[config.mk]
export PLATFORM = sky130hd
export DESIGN_NAME = decoder_scan
export DESIGN_NICKNAME = d
export VERILOG_FILES = /design/src/rtl/decoder_pkg.sv /design/src/rtl/scan_prescaler.sv /design/src/rtl/decoder_scan.sv
export SDC_FILE = /design/constraint.sdc
export NUM_CORES = 1
export LEC_CHECK = 0
export CAP_MARGIN = 40
export CORE_AREA = 3 3 40 42
export CTS_CLUSTER_SIZE = 20
export DETAILED_ROUTE_END_ITERATION = 12
export DIE_AREA = 0 0 43 45
export GPL_ROUTABILITY_DRIVEN = 0
export PLACE_DENSITY = 0.68
export SLEW_MARGIN = 15
export SYNTH_ARGS = -nofsm -noshare
export SYNTH_HDL_FRONTEND = slang
export SYNTH_HIERARCHICAL = 1
export SYNTH_SLANG_ARGS = --single-unit
[constraint.sdc]
create_clock -name clk -period 1.7 [get_ports clk]
set_input_delay 0.255 -clock clk [delete_from_list [all_inputs] [get_ports clk]]
set_output_delay 0.255 -clock clk [all_outputs]
set_load 0.01 [all_outputs]
[src/rtl/decoder_pkg.sv]
// Shared definitions for the registered select decoder: mode encodings,
// operating states and the one-hot expansion helper.
package decoder_pkg;

    localparam int MAX_SEL_W = 6;
    localparam int MAX_LINES = 1 << MAX_SEL_W;

    localparam logic MODE_DIRECT = 1'b0;
    localparam logic MODE_SCAN   = 1'b1;

    typedef enum logic [1:0] {
        OFF    = 2'd0,
        DIRECT = 2'd1,
        SCAN   = 2'd2
    } state_t;

    // Callers truncate the result to their own 2^SEL_W lines.
    function automatic logic [MAX_LINES-1:0] onehot(input logic [MAX_SEL_W-1:0] idx);
        logic [MAX_LINES-1:0] v;
        v      = '0;
        v[idx] = 1'b1;
        return v;
    endfunction

endpackage

[src/rtl/scan_prescaler.sv]
// Step-rate divider for the scan decoder: counts 0..DIV-1 while running and
// flags the terminal count from a flop so the step decision needs no compare.
module scan_prescaler #(
    parameter int DIV = 4
) (
    input  logic clk,
    input  logic rst_n,
    input  logic run,
    input  logic clr,
    output logic tick
);

    localparam int              CNT_W = (DIV > 1) ? $clog2(DIV) : 1;
    localparam logic [CNT_W-1:0] TC    = CNT_W'(DIV - 1);

    logic [CNT_W-1:0] cnt_q, cnt_d;
    logic             tick_q, tick_d;

    always_comb begin
        cnt_d = cnt_q;
        if (clr) begin
            cnt_d = '0;
        end else if (run) begin
            cnt_d = (cnt_q == TC) ? '0 : cnt_q + 1'b1;
        end
        // tick_q mirrors "count sits at terminal"; with DIV=1 that is always true.
        tick_d = (cnt_d == TC);
    end

    always_ff @(posedge clk or negedge rst_n) begin
        if (!rst_n) begin
            cnt_q  <= '0;
            tick_q <= (DIV == 1);
        end else begin
            cnt_q  <= cnt_d;
            tick_q <= tick_d;
        end
    end

    assign tick = tick_q;

endmodule

[src/rtl/decoder_scan.sv]
// Registered N-to-2^N one-hot decoder with direct-load and auto-scan modes.
// Every output is a flop; the index, wrap flag and output vector update together.
module decoder_scan
    import decoder_pkg::*;
#(
    parameter int SEL_W      = 2,
    parameter int SCAN_DIV   = 4,
    parameter bit ACTIVE_LOW = 1'b0
) (
    input  logic                  clk,
    input  logic                  rst_n,
    input  logic                  en,
    input  logic                  mode,
    input  logic                  load,
    input  logic [SEL_W-1:0]      sel,
    output logic [(1<<SEL_W)-1:0] d,
    output logic [SEL_W-1:0]      idx,
    output logic                  wrap
);

    localparam int               LINES    = 1 << SEL_W;
    localparam logic [SEL_W-1:0] IDX_MAX  = '1;
    localparam logic [LINES-1:0] INACTIVE = {LINES{ACTIVE_LOW}};

    state_t           state_q, state_d;
    logic [SEL_W-1:0] idx_q, idx_d;
    logic [LINES-1:0] d_q, d_d;
    logic             wrap_q, wrap_d;

    logic             run, clr, step, entering, tick;

    scan_prescaler #(
        .DIV (SCAN_DIV)
    ) u_prescaler (
        .clk   (clk),
        .rst_n (rst_n),
        .run   (run),
        .clr   (clr),
        .tick  (tick)
    );

    always_ff @(posedge clk or negedge rst_n) begin
        if (!rst_n) begin
            state_q <= OFF;
        end else begin
            state_q <= state_d;
        end
    end

    always_comb begin
        state_d = OFF;
        if (en) begin
            case (mode)
                MODE_DIRECT: state_d = DIRECT;
                MODE_SCAN:   state_d = SCAN;
                default:     state_d = OFF;
            endcase
        end
    end

    // A load always beats a pending step, and entry into SCAN restarts the count.
    always_comb begin
        run      = (state_d == SCAN);
        entering = run && (state_q != SCAN);
        clr      = (state_d == DIRECT) || (run && (load || entering));
        step     = run && tick && !load && !entering;
    end

    always_comb begin
        idx_d = idx_q;
        if (load) begin
            idx_d = sel;
        end else if (step) begin
            idx_d = idx_q + 1'b1;
        end

        wrap_d = step && (idx_q == IDX_MAX);

        d_d = INACTIVE;
        if (state_d != OFF) begin
            d_d = LINES'(onehot(MAX_SEL_W'(idx_d))) ^ INACTIVE;
        end
    end

    always_ff @(posedge clk or negedge rst_n) begin
        if (!rst_n) begin
            idx_q  <= '0;
            d_q    <= INACTIVE;
            wrap_q <= 1'b0;
        end else begin
            idx_q  <= idx_d;
            d_q    <= d_d;
            wrap_q <= wrap_d;
        end
    end

    assign d    = d_q;
    assign idx  = idx_q;
    assign wrap = wrap_q;

endmodule

==> flow_results.org <==
** Final layout
- The area growth from synthesis to layout is 44.3%.
- Number of cells in the finished layout apart from fillers :: 82
- Final layout net count :: 77
- Fraction of final layout cells sized beyond drive strength 1 :: 0.239
- Number of filler instances in the final layout :: 126
- 0 antenna diodes ended up in the layout.

** Floorplan
- Site Rows :: 13
- Pin placement for this block handled 14 I/O pins.
- Area of the die :: 1940 um^2
- Measured along the x axis, the die boundary spans 43 um.
- Initial core utilization :: 0.418
- Die boundary height :: 45 um
- After floorplanning, the core was sized to cover 1280 um^2.

** Synthesis
- Mean instance size in the synthesized netlist :: 12.5 um^2
- Counting distinct cell types in the post-synthesis netlist gives 26.
- Synthesis produced 43 cells.
- Counting flops with an async set or reset pin after synthesis yields a share of 1.00.
- In the synthesized netlist the dominant register cell turns out to be dfrtp_1.
- In this run, synthesis produced a sequential element count of 12.
- Post-synth EDFFs :: 0
- Net count of the mapped netlist :: 52
- Total of warnings raised by yosys :: 6
- After synthesis the cells add up to 537 um^2.
- Sequential share of the synthesized area :: 0.559

** Global route
- Total congestion overflow :: 0
- In the global route stage, overall resource usage came out at 0.118.
- Wire length of the first global-routing pass :: 1640 um
- Antenna violations before repair :: 0
- Vias in the first global route :: 369
- Entering global routing, the biggest net connects 13 pins.

** Power and ir drop
- Leakage power figure :: 0.349 nW
- Total power :: 637 uW
- Ratio of total power to cell area :: 822 nW/um^2
- The worst-case IR drop observed on VDD is 482 uV.

** Routing
- Starting DRT DRC Count :: 1
- The routed design has 1030 um of wire.
- Remaining antenna violation count after routing :: 0
- The first TritonRoute pass finished after 2 iterations.
- Vias :: 415
- Routed wire per std cell :: 12.6 um
- In the routed layout, each cell is associated on average with a via count of 5.06.
- Post-detailed-route DRC marker count :: 0

** Critical path
- Type of destination of the critical path :: register
- The worst setup path is launched from a primary input.
- Critical path data required time :: 1.86 ns
- Critical path peak fanout :: 3
- The critical path is of the in2reg type.
- Worst endpoint data arrival time :: 1.71 ns

** Timing
- Unrepaired setup endpoints after global routing :: no
- Worst relative slew slack :: 0.633
- The final count of pins violating max slew is 0.
- The smallest clock period supported by the final layout is computed as 1.55 ns.
- Setup violations remaining at the end of the flow were counted as 0.
- In the finished design, the share of the clock period the worst path needs comes to 0.910.
- The final count of hold timing violations was 0.
- Aggregate negative setup slack :: 0 ns
- For the pin with the worst max-slew slack, the measured transition is 0.549 ns.
- Worst setup skew after layout :: 0.00216 ns
- Timing would allow up to 646 MHz.

** Min path
- The min-delay analysis places its worst path in the category in2async.

** Clock network
- Clock tree synthesis inserted a total of 3 buffers.
- After clock tree synthesis, the clock-pin slew on the worst setup and hold paths is 0.08 ns.
- Buffers inserted to repair hold after CTS numbered 0.
- For the worst-skew pair, the clock arrives at the later sink with an insertion delay of 0.27 ns.
- Post-CTS timing repair inserted 0 buffers for setup.
- The clock passes through at most 2 buffers.
- CTS Root Buffer Type :: clkbuf_4
- Clock tree from TritonCTS :: built
- CTS H-tree depth :: 1
- After clock tree synthesis, the repair step resized 0 gates.
- Clock tree synthesis found a total of 12 sinks.

** Placed design
- Half-perimeter wire length after detailed placement :: 806 um
- Number of I/O port buffers :: 13
- Total placed cells including tap cells :: 78

** Flow run
- Max-cap violations in this run came to 0.

** Outcome
- Run status :: completed
## power breakdown
| group | switching (mW) | internal (mW) |
|---|---|---|
| Clock | 0.0957 | 0.130 |
| Sequential | 0.00986 | 0.300 |
| Combinational | 0.0428 | 0.0579 |
| Total | 0.148 | 0.488 |
## final timing paths
path	slack, ns	from	depth (start not counted)	to
setup / recovery	0.15	load	6	d[3]
hold / removal	0.34	rst_n	1	d[2]
setup reg to reg	0.22	state_q[0]	5	d[3]
hold reg to reg	0.57	u_prescaler/cnt_q[1]	2	u_prescaler/cnt_q[1]
max in group asynchronous	1.00	rst_n	1	idx[1]
min in group clk	0.57	u_prescaler/cnt_q[1]	2	u_prescaler/cnt_q[1]
## worst max-delay path, stage by stage
cell,delay [ns]
clkdlybuf4s50_1,0.43
and4bb_1,0.31
nand3_1,0.12
a221oi_2,0.33
inv_2,0.08
and3_1,0.18
## synth_stat cells, types with 2 or more instances
library cell | count | share of area
a21oi_1 | 2 | 0.019
nand4bb_1 | 2 | 0.042
and3_1 | 2 | 0.023
and2_1 | 2 | 0.023
dfrtp_1 | 12 | 0.56
ha_1 | 2 | 0.047
nor2_1 | 2 | 0.014
## area by class of cell
cell class / count / area [um^2] / share of cell area
Inverter: 2 / 7.51 / 0.00969
Timing Repair Buffer: 20 / 183 / 0.236
Multi-Input combinational cell: 29 / 229 / 0.296
Tap cell: 15 / 18.8 / 0.0242
Sequential cell: 12 / 300 / 0.388
Clock buffer: 4 / 36.3 / 0.0468
## stage by stage
stage                      util  worst slack (ns)  hold WS (ns)  area, um^2
after global routing      0.603            0.0522         0.378         774
final                     0.603             0.153         0.336         774
after CTS                 0.603             0.149         0.348         774
after detailed placement  0.574            -0.119         0.559         738
after floorplan               -             0.351       -0.0406         537
after global placement    0.574           -0.0869         0.550         738
## state kept, by name, summed over array words and instances (netlist names)
| register | cells |
|---|---|
| state_q | 2 |
| idx | 2 |
| u_prescaler/cnt_q | 2 |
| wrap | 1 |
| u_prescaler/tick | 1 |
| d | 4 |
## kinds of logic after synthesis
group / share of synthesized area
AND/OR/NAND/NOR: 0.273
AO/OA/AOI/OAI: 0.0886
adder cells (fa/ha/maj): 0.0466
buffers and inverters: 0.0140
multiplexers: 0.0186
flip-flops: 0.559
## routing by layer
| metal | GRT usage | up-vias | share of wire | routed length [um] |
|---|---|---|---|---|
| li1 | - | 204 | - | - |
| met1 | 0.136 | 197 | 0.46 | 475 |
| met2 | 0.192 | 10 | 0.46 | 470 |
| met3 | 0.0279 | 4 | 0.051 | 53 |
| met4 | 0.0904 | 0 | 0.032 | 33 |
| met5 | 0 | - | 0 | 0 |
## cells in the final DEF, fill, tap and decap left out, types with 2 or more instances in the layout
cell type / instances
nand4bb_1: 2
nor2_1: 2
clkbuf_4: 3
dfrtp_1: 12
clkdlybuf4s50_1: 13
a21oi_1: 2
and3_1: 2
buf_4: 7
and2_1: 2
ha_1: 2
Power figures use the tool's default switching activity.
